File: src/rtl/ret_share_arb.sv
// Round-robin (burst-locked) arbiter sharing a 3-stage XOR/AND reduction pipe among requesters.
// Define RET_FIXED_PRIO_EN for fixed lowest-index-wins priority instead of round-robin.
module ret_share_arb #(
   parameter int unsigned SIZE    = 8,
   parameter int unsigned NUM_REQ = 4,
   parameter int unsigned BURST   = 2,
   parameter int unsigned IDW     = 2
) (
   input  logic                    clk,
   input  logic                    rst,
   input  logic [NUM_REQ-1:0]      req,
   input  logic [NUM_REQ*SIZE-1:0] op_a,
   input  logic [NUM_REQ*SIZE-1:0] op_b,
   output logic [NUM_REQ-1:0]      gnt,
   output logic                    res_valid,
   output logic                    res_data,
   output logic [IDW-1:0]          res_id,
   input  logic                    res_ready,
   output logic                    busy
);

   logic            adv;
   logic            acc;
   logic            found;
   logic [IDW-1:0]  gnt_idx;

   logic            s1_v_q;
   logic [SIZE-1:0] s1_a_q;
   logic [SIZE-1:0] s1_b_q;
   logic [IDW-1:0]  s1_id_q;
   logic            s2_v_q;
   logic            s2_bit_q;
   logic [IDW-1:0]  s2_id_q;
   logic            res_valid_q;
   logic            res_data_q;
   logic [IDW-1:0]  res_id_q;
   logic            red_bit;

   // Whole pipe moves together; only a refused result stalls it.
   assign adv = !res_valid_q || res_ready;

`ifdef RET_FIXED_PRIO_EN
   always_comb begin
      found   = 1'b0;
      gnt_idx = '0;
      for (int unsigned i = 0; i < NUM_REQ; i++) begin
         if (!found && req[i]) begin
            found   = 1'b1;
            gnt_idx = IDW'(i);
         end
      end
   end
`else
   localparam int unsigned CW = 4;

   logic [IDW-1:0] ptr_q, ptr_d, ptr_nxt, start;
   logic [CW-1:0]  cnt_q, cnt_d;
   logic           own_q, own_d;
   logic           keep;
   int unsigned    j;

   // While own_q is set, ptr_q names the current owner.
   always_comb begin
      ptr_nxt = (ptr_q == IDW'(NUM_REQ - 1)) ? '0 : ptr_q + 1'b1;
      keep    = own_q && req[ptr_q] && (cnt_q < CW'(BURST));
      start   = own_q ? ptr_nxt : ptr_q;
      found   = keep;
      gnt_idx = ptr_q;
      j       = 0;
      if (!keep) begin
         for (int unsigned k = 0; k < NUM_REQ; k++) begin
            j = (32'(start) + k) % NUM_REQ;
            if (!found && req[j]) begin
               found   = 1'b1;
               gnt_idx = IDW'(j);
            end
         end
      end
   end

   always_comb begin
      ptr_d = ptr_q;
      cnt_d = cnt_q;
      own_d = own_q;
      if (adv && found) begin
         ptr_d = gnt_idx;
         own_d = 1'b1;
         cnt_d = keep ? cnt_q + 1'b1 : CW'(1);
      end else if (own_q && !keep) begin
         ptr_d = ptr_nxt;
         own_d = 1'b0;
         cnt_d = '0;
      end
   end

   always_ff @(posedge clk) begin
      if (rst) begin
         ptr_q <= '0;
         cnt_q <= '0;
         own_q <= 1'b0;
      end else begin
         ptr_q <= ptr_d;
         cnt_q <= cnt_d;
         own_q <= own_d;
      end
   end
`endif

   assign acc = adv && found;

   always_comb begin
      gnt = '0;
      if (acc) begin
         gnt[gnt_idx] = 1'b1;
      end
   end

   assign red_bit = (&(s1_a_q ^ s1_b_q)) | (^(s1_a_q & s1_b_q));

   always_ff @(posedge clk) begin
      if (rst) begin
         s1_v_q      <= 1'b0;
         s1_a_q      <= '0;
         s1_b_q      <= '0;
         s1_id_q     <= '0;
         s2_v_q      <= 1'b0;
         s2_bit_q    <= 1'b0;
         s2_id_q     <= '0;
         res_valid_q <= 1'b0;
         res_data_q  <= 1'b0;
         res_id_q    <= '0;
      end else if (adv) begin
         s1_v_q      <= acc;
         s1_a_q      <= op_a[int'(gnt_idx)*SIZE +: SIZE];
         s1_b_q      <= op_b[int'(gnt_idx)*SIZE +: SIZE];
         s1_id_q     <= gnt_idx;
         s2_v_q      <= s1_v_q;
         s2_bit_q    <= red_bit;
         s2_id_q     <= s1_id_q;
         res_valid_q <= s2_v_q;
         if (s2_v_q) begin
            res_data_q <= s2_bit_q;
            res_id_q   <= s2_id_q;
         end
      end
   end

   assign res_valid = res_valid_q;
   assign res_data  = res_data_q;
   assign res_id    = res_id_q;
   assign busy      = s1_v_q || s2_v_q || res_valid_q;

endmodule

File: config.mk
export PLATFORM = sky130hd
export DESIGN_NAME = ret_share_arb
export DESIGN_NICKNAME = d
export VERILOG_FILES = /design/src/rtl/ret_share_arb.sv
export SDC_FILE = /design/constraint.sdc
export NUM_CORES = 1
export LEC_CHECK = 0
export ABC_AREA = 1
export BUFFER_PORTS_ARGS = -buffer_cell sky130_fd_sc_hd__buf_4
export CAP_MARGIN = 15
export CORE_MARGIN = 5
export CORE_UTILIZATION = 55
export CTS_BUF_LIST = sky130_fd_sc_hd__clkbuf_8
export DETAILED_ROUTE_END_ITERATION = 16
export HOLD_SLACK_MARGIN = 0.1
export PLACE_DENSITY = 0.95
export SETUP_SLACK_MARGIN = 0.2
export SLEW_MARGIN = 20
export SYNTH_ARGS = -nofsm -noshare
export SYNTH_HDL_FRONTEND = slang
export SYNTH_SLANG_ARGS = --single-unit
File: constraint.sdc
create_clock -name clk -period 3.1 [get_ports clk]
set_input_delay 0.775 -clock clk [delete_from_list [all_inputs] [get_ports clk]]
set_output_delay 0.775 -clock clk [all_outputs]
set_load 0.005 [all_outputs]
-- Word-level counts from Yosys, hierarchy flattened
Index checks and enable logic that the tools add are counted.
- bits in registers: 34
- input bits: 71
- output and inout bits: 9
- word-level logic and storage cells: 88
- $add $sub $neg: 5
- order comparisons: 8
- eq/ne operators: 1
- shift-type cells: 2
- multiplexer cells: 35
- bitwise logic cells: 3
- reductions and logical operators: 21
- operators with widths (cell ; count):
    $shiftx 32x6->8 ; 2
    $lt 2x3->1 const B ; 6
    $mux 2 ; 9
    $mux 1 ; 16
    $mux 4 ; 4
    $bmux 1 s2 ; 5
    $logic_and 1x1->1 ; 9
    $and 8x8->8 ; 1
    $reduce_and 8->1 ; 1
    $reduce_xor 8->1 ; 1
    $xor 8x8->8 ; 1
    $logic_not 1->1 ; 5
    $add 2x1->2 const B ; 2
    $add 2x2->2 const B ; 2
    $add 4x1->4 const B ; 1
    $lt 4x2->1 const B ; 1
    $logic_or 1x1->1 ; 3
    $demux 1 s2 ; 1
    $eq 2x2->1 const B ; 1
    $ge 2x1->1 const B ; 1
    $reduce_and 2->1 ; 1
    $reduce_bool 2->1 ; 1
    $or 1x1->1 ; 1

-- Logic depth before layout (Yosys ltp)
Gate-level depths: netlist of the first run.
- word-level depth: 25
- mapped depth: 20
- mapped depth without buffers: 19

-- Least setup slack after synthesis of the first run
No wires, ideal clock.
- path kind: input -> output
- from: in req[1]
- to: out gnt[0]
- arrival time: 2.090 ns
- data required time: 2.325 ns
- slack: 0.235 ns
- stages on the path: 11
- buffers on the path: 1
- path through: nand2_1 -> nand3_1 -> nand3_2 -> nand3_4 -> nand3_4 -> o21ai_1 -> nand2_2 -> nand2_4 -> buf_4 -> inv_2 -> nor3_1
- word-level cells in the longest chain between the ends: 25
- elaborated cells on any way between the ends: 40
- classes of those cells: order compare (2); mux (26); reduce/logical (12)
- ends and longest elaborated chain (item ; line ; RTL):
    start: declaration ; 11 ; input logic [NUM_REQ-1:0] req,
    $bmux 1 s2 ; 65 ; keep = own_q && req[ptr_q] && (cnt_q < CW'(BURST));
    $mux 1 (implied by the code) ; 65 ;
    $logic_and 1x1->1 (2 in series) ; 65 ;
    $logic_not 1->1 ; 73 ; if (!found && req[j]) begin
    $logic_and 1x1->1 ; 73 ;
    $mux 1 ; 73 ;
    $mux 1 ; 70 ; if (!keep) begin
    $logic_not 1->1 ; 73 ;
    (+8 left out) ; n/a ;
    $logic_and 1x1->1 ; 73 ;
    $mux 2 ; 73 ;
    $mux 2 ; 70 ;
    $lt 2x3->1 (implied by the code) or $ge 2x1->1 (tied branches) ; 114 ; gnt[gnt_idx] = 1'b1;
    $logic_and 1x1->1 (implied by the code) ; 114 ;
    $mux 1 (implied by the code) ; 114 ;
    $demux 1 s2 ; 114 ;
    $mux 4 (*) ; 113 ; if (acc) begin
    end: declaration ; 14 ; output logic [NUM_REQ-1:0] gnt,
Mark *: on every way between the ends. The rest lies on a longest branch, timed or not. The select of a mux whose other input is x is not followed.

-- Worst setup path in the final report of the first run
- from: reg ptr_q[1]
- to: out gnt[0]
- word-level cells in the longest chain between the ends: 25
- elaborated cells on any way between the ends: 47
- classes of those cells: add/sub (4); order compare (2); eq/ne (1); mux (28); reduce/logical (12)
- ends and longest elaborated chain (item ; line ; RTL):
    start: declaration ; 56 ; logic [IDW-1:0] ptr_q, ptr_d, ptr_nxt, start;
    start signal: assignment ; 102 ; ptr_q <= ptr_d;
    $add 2x1->2, or another cell as far along ; 64 ; ptr_nxt = (ptr_q == IDW'(NUM_REQ - 1)) ? '0 : ptr_q + 1'b1;
    $mux 2 or $mux 1 (tied branches) ; 64, 65 ;
    $mux 2 or $logic_and 1x1->1 (tied branches) ; 66, 65 ;
    $bmux 1 s2 or $logic_and 1x1->1 (tied branches) ; 73, 65 ;
    $mux 1 (implied by the code) or $logic_not 1->1 (tied branches) ; 73 ;
    $logic_and 1x1->1 ; 73 ;
    $mux 1 ; 73 ;
    $mux 1 ; 70 ;
    (+9 left out) ; n/a ;
    $logic_and 1x1->1 ; 73 ;
    $mux 2 ; 73 ;
    $mux 2 ; 70 ;
    $lt 2x3->1 (implied by the code) or $ge 2x1->1 (tied branches) ; 114 ;
    $logic_and 1x1->1 (implied by the code) ; 114 ;
    $mux 1 (implied by the code) ; 114 ;
    $demux 1 s2 ; 114 ;
    $mux 4 (*) ; 113 ;
Marked as above.

==> results.tsv, run 1 <==
metric	value	unit
outcome	complete, no violations	
final_hold_viol_count	0	
numPortBuffers	79	
drc	0	
worst_slew_margin_rel	54.7	%
start_util	56.4	%
yosys_register_bits	34	
final_cell_mix	99 x buf_4, 98 x inv_1, 94 x nand2_1	
r2r-start	ptr_q[1]	
cts_sinks	34	
hold_end	cnt_q[3]	
ff2ff_setup_slack	480	ps
powerDensity	1110	mW/mm2
ir_drop	0.00108	V
finalSetupViolations	0	
finalClockSkew	8.06	ps
p_total	0.00441	W
antenna_found_initial	0	
worstPathRequired	2320	ps
grt_pass1_wl	13.6	mm
dr.pass1.iters	5	
cts.htree.levels	2	
drive_gt1_share	31.5	%
syn_area_per_cell	6.13	um2
period_minus_slack	3100	ps
reg2reg_depth	19	
power.share.clock	9.4	%
fmax	323	MHz
hold_slack	473	ps
synth-edff-count	0	
wl_per_cell	14.3	um
hp-class	reg -> reg	
fin_util	78.3	%
die_height	82.1	um
cts_tree	built	
p_seq_share	15.6	%
crit_path_max_fanout	5	
tightestPinTransition	679	ps
cap_viol_max_count	0	
p_int	0.00213	W
fp.coreArea	0.00507	mm2
syn_area	0.00286	mm2
power_switching	0.00228	W
min-delay-start	cnt_q[3]	
async_flop_share	0	%
start_kind	flip-flop	
drt_wl_total	8.97	mm
grt_max_degree	42	
cts_buffer_depth	2	
yosys.area.top_type	dfxtp_1	
clk_pin_slew	70	ps
regToRegEndpoint	s1_a_q[4]	
end_kind	output port	
yosysTopAreaCellShare	23.8	%
layout_commonest_cell	buf_4	
cts_root_buf	clkbuf_8	
dieArea	0.00675	mm2
dp.cells	607	
instances_no_fill	628	
rsz0062_at_grt	yes	
syn-num-nets	548	
synth_flop_cell	dfxtp_1	
clk_latency	280	ps
ys_types	29	
grt_pass1_vias	3203	
row_count	26	
syn_to_final_growth	38.9	%
grt_remaining_overflow	0	
viasPerCell	5.34	
fin_crit_sh	99.9	%
combPwrFrac	74.9	%
yosys-top-cells-area	dfxtp_1 24%, nand2_1 14%, inv_1 13%	
die_width	82.1	um
drtIter0Drc	241	
p_sw_share	51.7	%
whs_path_depth	2	
critPathKind	reg -> out	
vias	3352	
dpl.hpwl	5.89	mm
postRouteAntennaNets	0	
io_pins	80	
netlist_instances	467	
drv_slew	0	
yosysWarningCount	0	
worstPathArrival	2320	ps
fin_nets	639	
p_leak	2.29	nW
antenna_cells	0	
synth_seq_area_share	23.8	%
routabilityCongestion	0.919	
track_usage	25.4	%
cts_made_buffers	5	
fillers	381	
## cells by family after synthesis
family,after synthesis,synth area share (%)
DFF,34,23.8
xor gates and xnor gates,7,2.14
AOI/OAI and AO/OA,43,8.66
buffers and inverters,122,17.1
adders and majority gates,10,4.37
and+or+nand+nor,251,44.0
## synthesized netlist by cell type (3+ instances only)
library cell,n
nand2_1,108
inv_1,101
nand3_1,68
dfxtp_1,34
o21ai_0,26
nor2_1,21
nand3b_1,16
nand2_2,11
a21oi_1,10
ha_1,10
nand3_2,10
clkbuf_1,7
buf_2,6
nand4_1,5
xnor2_1,5
buf_4,4
nand2_4,4
inv_2,3
nor2_2,3
nor3_1,3
## registers in the layout, indices dropped and copies added (netlist names)
signal,count
cnt_q,4
s2_bit_q,1
res_valid,1
s1_v_q,1
s1_id_q,2
res_data,1
s1_b_q,8
ptr_q,2
own_q,1
s1_a_q,8
s2_id_q,2
res_id,2
s2_v_q,1
## worst max path at each step
stage / from / to / slack [ps] / cells past startpoint
finish: ptr_q[1] / gnt[0] / 4 / 15
global route: ptr_q[0] / gnt[0] / -70 / 15
CTS: ptr_q[1] / gnt[0] / 170 / 14
detailed placement: req[1] / gnt[0] / 240 / 11
global placement: req[1] / gnt[2] / 280 / 11
floorplan: req[1] / gnt[0] / 230 / 11
## power groups by stage
stage          sequential [W]  clock (W)  combinational [W]
5_1_grt              0.000700   0.000441            0.00363
6_report             0.000689   0.000416            0.00330
2_1_floorplan        0.000659          0            0.00208
3_3_place_gp         0.000675          0            0.00261
4_1_cts              0.000680   0.000420            0.00298
3_5_place_dp         0.000679          0            0.00268
## per-stage QoR
stage | setup WS (ps) | setup TNS [ps] | instance area [um2]
floorplan | 235 | 0 | 2860
global route | -66.1 | -199 | 3980
finish | 3.88 | 0 | 3980
CTS | 173 | 0 | 3840
detailed placement | 237 | 0 | 3510
global placement | 281 | 0 | 3510
## what timing repair did
action                     CTS  global route
setup buffers               10             4
cloned                       0             0
gates resized for setup     36            25
pin swaps                   16            16
setup endpoints to repair    4             4
hold buffers                 0             0
## metal layers
layer	wire [um]	part of all wire, %	vias to the layer above	global-route usage [%]
met3	795	8.9	23	5.31
met2	4590	51	179	48.5
li1	-	-	1634	-
met1	3440	38	1516	27.6
met4	140	1.6	0	8.31
met5	0	0	-	0
## cell type report
cell class	count	area, um2	area share [%]
inverter	104	405	10.2
multi-input combinational	311	1890	47.6
sequential	34	692	17.4
tap	70	87.6	2.20
clock inverter	1	30.0	0.755
clock buffer	6	82.6	2.08
timing repair buffer	102	786	19.8
## critical path: stages (launching register included)
cell	delay [ps]
dfxtp_4	360
ha_4	260
inv_2	50
nand2_2	50
nand2_4	130
nand2_4	70
nand2_4	80
nand2_2	90
nand2_4	120
nand4_1	130
nand2_1	110
nand3_2	120
nand2_4	130
inv_6	50
nor3_4	160
buf_4	130
Power figures use the tool's default switching activity.
==> run 2, diff against run 1 <==
--- a/config.mk
+++ b/config.mk
@@ -6,7 +6,7 @@
 export NUM_CORES = 1
 export LEC_CHECK = 0
 export ABC_AREA = 1
-export BUFFER_PORTS_ARGS = -buffer_cell sky130_fd_sc_hd__buf_4
+export BUFFER_PORTS_ARGS = -buffer_cell sky130_fd_sc_hd__buf_2
 export CAP_MARGIN = 15
 export CORE_MARGIN = 5
 export CORE_UTILIZATION = 55
==> run 2 against run 1 <==
Net effect: routed wire length decreased by 12%; clock power decreased by 18%; utilization decreased by 6.8 points; critical path depth is 1 higher; sequential power down 0.7%; setup slack improved by 170 ps; sequential cell count is the same; via count decreased by 5.9%; worst hold slack got worse by 19 ps; non-clock buffer count fell by 9; highest routed layer unchanged.
==> results.tsv, run 2 (synthesis results as in run 1) <==
metric	value	unit	change
outcome	complete, no violations		
powerDensity	1100	mW/mm2	-1.2%
cts_root_buf	clkbuf_8		
ir_drop	0.00105	V	-2.6%
finalSetupViolations	0		unchanged
vias	3153		-5.9%
clk_pin_slew	70	ps	about the same
dr.pass1.iters	5		unchanged
cts_tree	built		
cpMaxStageDelayCell	dfxtp_4		
worst_slew_margin_rel	56.5	%	+1.8 points
combPwrFrac	74.3	%	-0.6 points
finalClockSkew	6.85	ps	-1.20 ps
fillers	407		+6.8%
grt_pass1_vias	2986		-6.8%
setup_tns	0	ps	unchanged
fmax	341	MHz	+5.7%
rsz0062_at_grt	yes		
cts_made_buffers	5		unchanged
instances_no_fill	620		-1.3%
postRouteAntennaNets	0		unchanged
drtIter0Drc	174		-28%
cts_sinks	34		unchanged
fp.coreArea	0.00507	mm2	unchanged
p_seq_share	17.2	%	+1.6 points
crit_buf_inv	3		unchanged
period_minus_slack	2930	ps	-166 ps
seq_area	689	um2	-0.36%
layout_commonest_cell	inv_1		
drt_wl_total	7.90	mm	-12%
worstPathArrival	2150	ps	-170 ps
critPathKind	reg -> out		
wl_per_cell	12.7	um	-11%
routabilityCongestion	0.902		-1.8%
holdBufCountCts	0		unchanged
start_util	56.4	%	unchanged
hp-class	reg -> reg		
multi_input_area	0.00186	mm2	-1.7%
dpl.hpwl	5.68	mm	-3.7%
cpMostUsedCell	nand2_2		
tightestPinTransition	651	ps	-27.7 ps
fin_nets	630		-1.4%
cap_viol_max_count	0		unchanged
fin_crit_sh	94.5	%	-5.4 points
cp_slowest_stage_delay	360	ps	about the same
drv_slew	0		unchanged
power.share.clock	8.5	%	-0.9 points
dieArea	0.00675	mm2	unchanged
reg_top3	s1_a_q: 8 flops, s1_b_q: 8 flops, cnt_q: 4 flops		
crit_path_max_fanout	5		unchanged
final_cell_mix	99 x inv_1, 90 x nand2_1, 79 x buf_2		
grt_pass1_wl	12.8	mm	-5.8%
power_switching	0.00213	W	-6.4%
grt_remaining_overflow	0		unchanged
worstPathRequired	2320	ps	about the same
track_usage	24.1	%	-1.3 points
dp.cells	607		unchanged
drc	0		unchanged
path_cells	ha_4, inv_2, nand2_2, nand2_4, nand2_2, nand2_4, nand2_2, nand2_2, a21oi_2, nand2_1, nand3_2, nand2_4, inv_4, nand2_2, nor2_2, buf_2		
cts_buffer_depth	2		unchanged
final_hold_viol_count	0		unchanged
p_sw_share	53.6	%	+1.9 points
p_total	0.00398	W	-9.7%
clk_latency	290	ps	about the same
cts.htree.levels	2		unchanged
numPortBuffers	79		unchanged
antenna_cells	0		unchanged
die_width	82.1	um	unchanged
die_height	82.1	um	unchanged
grt_max_degree	42		unchanged
drive_gt1_share	30.5	%	-1.0 points
end_kind	output port		
start_kind	flip-flop		
p_leak	2.16	nW	-5.6%
viasPerCell	5.09		-4.7%
antenna_found_initial	0		unchanged
io_pins	80		unchanged
critPathTopFamily	simple AND/OR/NAND/NOR gates		
row_count	26		unchanged
syn_to_final_growth	26.9	%	
p_int	0.00185	W	-13%
==> run 2: cell count changes in the layout (fill, tap and decap cells not counted), sizes merged <==
cell / before / now
buf: 102 / 93
bufinv: 1 / 0
clkinv: 0 / 1
clkinvlp: 0 / 1
==> run 2: worst register-to-register path: stages, from the launching register on <==
cell	delay, ps
dfxtp_2	340
ha_4	260
inv_2	50
nand2_2	50
nand2_4	100
nand2_2	80
nand2_4	80
nand2_2	70
nand2_4	80
nand3_4	110
o21ai_2	150
nand2_2	90
nand2_4	90
buf_4	310
nand2_1	140
nand3_2	90
nand3_1	70
nand2_1	90
inv_1	50
==> run 2: layout make-up <==
class / instances / share of cell area (%)
flip-flops and latches: 34 / 19.0
well taps: 70 / 2.41
clock inverters: 2 / 0.344
inverters: 104 / 10.9
multi-input cells: 311 / 51.2
repair buffers: 93 / 13.9
clock buffers: 6 / 2.27
==> run 2: final timing paths <==
| check | start | endpoint | slack, ps | depth (start not counted) |
|---|---|---|---|---|
| min | cnt_q[3] | cnt_q[3] | 450 | 2 |
| max reg2reg | ptr_q[0] | s1_b_q[2] | 720 | 18 |
| max | ptr_q[1] | gnt[1] | 170 | 16 |
| min reg2reg | cnt_q[3] | cnt_q[3] | 450 | 2 |
==> run 2: repair_timing <==
action,in CTS,in global routing
buffers inserted,5,0
setup endpoints to repair,4,4
pin swaps,17,18
resized for setup,28,23
==> run 2: power groups by stage <==
stage / combinational [W] / clock (W) / sequential (W)
after global placement: 0.00254 / 0 / 0.000674
after detailed placement: 0.00261 / 0 / 0.000682
after floorplan: 0.00208 / 0 / 0.000659
after CTS: 0.00281 / 0.000343 / 0.000680
after global routing: 0.00331 / 0.000366 / 0.000699
final: 0.00296 / 0.000340 / 0.000684
==> run 2: through the flow <==
stage	instance area, um2	hold WS, ps	util (%)	setup WS [ps]
floorplan	2860	421	-	235
global placement	3310	431	65.3	289
detailed placement	3310	442	65.3	245
CTS	3540	453	69.8	177
global route	3630	501	71.6	56.7
finish	3630	454	71.6	170
==> run 2: per-layer routing <==
| metal | vias to the layer above | routed length, um | GRT usage (%) |
|---|---|---|---|
| li1 | 1620 | - | - |
| met1 | 1422 | 3240 | 28.6 |
| met2 | 98 | 3990 | 44.3 |
| met3 | 13 | 575 | 3.80 |
| met4 | 0 | 104 | 7.64 |
| met5 | - | 0 | 0 |
==> run 3, diff against run 2 <==
--- a/config.mk
+++ b/config.mk
@@ -13,7 +13,7 @@
 export CTS_BUF_LIST = sky130_fd_sc_hd__clkbuf_8
 export DETAILED_ROUTE_END_ITERATION = 16
 export HOLD_SLACK_MARGIN = 0.1
-export PLACE_DENSITY = 0.95
+export PLACE_DENSITY = 0.86
 export SETUP_SLACK_MARGIN = 0.2
 export SLEW_MARGIN = 20
 export SYNTH_ARGS = -nofsm -noshare
==> run 3 against run 2 <==
Net effect: non-clock buffer count decreased by 1; die area did not move; fmax is 0.99% lower; setup slack lost 29 ps; first-iteration DRC count grew 2.9%; critical endpoint is now gnt[0].
==> results.tsv, run 3 (synthesis results as in run 1) <==
metric	value	unit	change
cts_buffer_depth	2		unchanged
end_kind	output port		
crit_buf_inv	3		unchanged
finalClockSkew	5.33	ps	-1.52 ps
fin_util	70.8	%	-0.79 points
grt_max_degree	42		unchanged
cap_viol_max_count	0		unchanged
start_util	56.4	%	unchanged
drc	0		unchanged
fin_nets	629		-0.16%
rsz0062_at_grt	yes		
routabilityCongestion	0.958		+6.2%
p_leak	2.13	nW	-1.3%
fp.coreArea	0.00507	mm2	unchanged
antenna_found_initial	0		unchanged
grt_pass1_wl	13.1	mm	+2.0%
dr.pass1.iters	5		unchanged
cp_slowest_stage_delay	360	ps	about the same
powerDensity	1100	mW/mm2	+0.12%
viasPerCell	5.07		-0.22%
dpl.hpwl	5.65	mm	-0.42%
gr-usage-met1	30.0	%	+1.4 points
tightestPinTransition	629	ps	-22.0 ps
grt_remaining_overflow	0		unchanged
hp-class	reg -> reg		
drive_gt1_share	29.7	%	-0.86 points
layout_commonest_cell	inv_1		
holdBufCountCts	0		unchanged
final_hold_viol_count	0		unchanged
critPathTopFamily	simple AND/OR/NAND/NOR gates		
crit_path_max_fanout	5		unchanged
seq_area	692	um2	+0.36%
drt_wl_total	7.99	mm	+1.2%
reg_top3	s1_a_q: 8 flops, s1_b_q: 8 flops, cnt_q: 4 flops		
ff2ff_setup_slack	610	ps	-110 ps
outcome	complete, no violations		
die_width	82.1	um	unchanged
finalSetupViolations	0		unchanged
clk_latency	290	ps	about the same
grt_use_met2	45.8	%	+1.5 points
ir_drop	0.00160	V	+53%
postRouteAntennaNets	0		unchanged
die_height	82.1	um	unchanged
cpMaxStageDelayCell	dfxtp_4		
track_usage	24.9	%	+0.81 points
syn_to_final_growth	25.5	%	
cts_sinks	34		unchanged
drv_slew	0		unchanged
worstPathArrival	2180	ps	+30 ps
multi_input_area	0.00183	mm2	-1.9%
path_cells	ha_4, inv_2, nand2_2, nand2_4, nand2_2, nand2_4, nand2_2, nand2_4, nand3_4, o21ai_2, nand2_2, nand2_4, inv_4, nor3_2, buf_2		
setup_tns	0	ps	unchanged
cts_made_buffers	5		unchanged
clk_pin_slew	70	ps	about the same
io_pins	80		unchanged
fin_crit_sh	95.5	%	+0.95 points
period_minus_slack	2960	ps	+29.4 ps
antenna_cells	0		unchanged
grt_pass1_vias	2875		-3.7%
wl_per_cell	12.9	um	+1.3%
cts_tree	built		
worstPathRequired	2320	ps	about the same
drtIter0Drc	179		+2.9%
cts.htree.levels	2		unchanged
worst_slew_margin_rel	58.0	%	+1.5 points
dieArea	0.00675	mm2	unchanged
critPathKind	reg -> out		
top_usage_layer	met2		
vias	3141		-0.38%
cts_root_buf	clkbuf_8		
row_count	26		unchanged
start_kind	flip-flop		
numPortBuffers	79		unchanged
met3_usage	4.56	%	+0.76 points
final_cell_mix	100 x inv_1, 92 x nand2_1, 79 x buf_2		
fillers	443		+8.8%
fmax	338	MHz	-0.99%
[run 3: cell types whose count changed in the layout (fill, tap and decap cells not counted), sizes merged]
cell,delta
buf,-1
[run 3: worst min-delay path, stage by stage (launching register included)]
cell and delay (ps):
dfxtp_1 300, inv_1 70, nor3_1 60
[run 3: final timing paths]
check / endpoint / startpoint / depth (start not counted)
worst max register to register: s1_a_q[4] / ptr_q[0] / 19
worst min register to register: cnt_q[3] / cnt_q[3] / 2
worst min-delay path: cnt_q[3] / cnt_q[3] / 2
worst max-delay path: gnt[0] / ptr_q[0] / 15
[run 3: metal layers]
metal / up-vias / part of all wire [%]
met1: 1396 / 41
met2: 113 / 50
met5: - / 0
met4: 0 / 1.6
met3: 15 / 7.1
li1: 1617 / -
[run 3: area by class of cell]
cell class                      instances  area share [%]
Multi-Input combinational cell        311            50.8
Sequential cell                        34            19.3
Timing Repair Buffer                   92            13.8
Inverter                              104            11.0
Tap cell                               70            2.44
Clock buffer                            6            2.30
Clock inverter                          2           0.348
[run 3: what timing repair did]
action | 4_1_cts | 5_1_grt
pin swaps | 19 | 16
resized for setup | 28 | 15
setup buffers | 3 | 1
endpoints found under the setup margin | 4 | 4
[run 3: where the power goes]
part / switching [W] / total (W) / internal, W
combinational: 0.00185 / 0.00291 / 0.00106
sequential: 0.0000976 / 0.000690 / 0.000593
clock: 0.000163 / 0.000341 / 0.000178
total: 0.00211 / 0.00394 / 0.00183
[run 3: per-stage QoR]
step / setup slack [ps] / power [W] / instances / area (um2) / hold slack, ps
floorplan: 235 / 0.00274 / 467 / 2860 / 421
global placement: 300 / 0.00324 / 607 / 3310 / 435
detailed placement: 213 / 0.00332 / 607 / 3310 / 462
CTS: 153 / 0.00384 / 618 / 3530 / 473
global route: 6.82 / 0.00436 / 619 / 3590 / 478
finish: 141 / 0.00394 / 619 / 3590 / 472
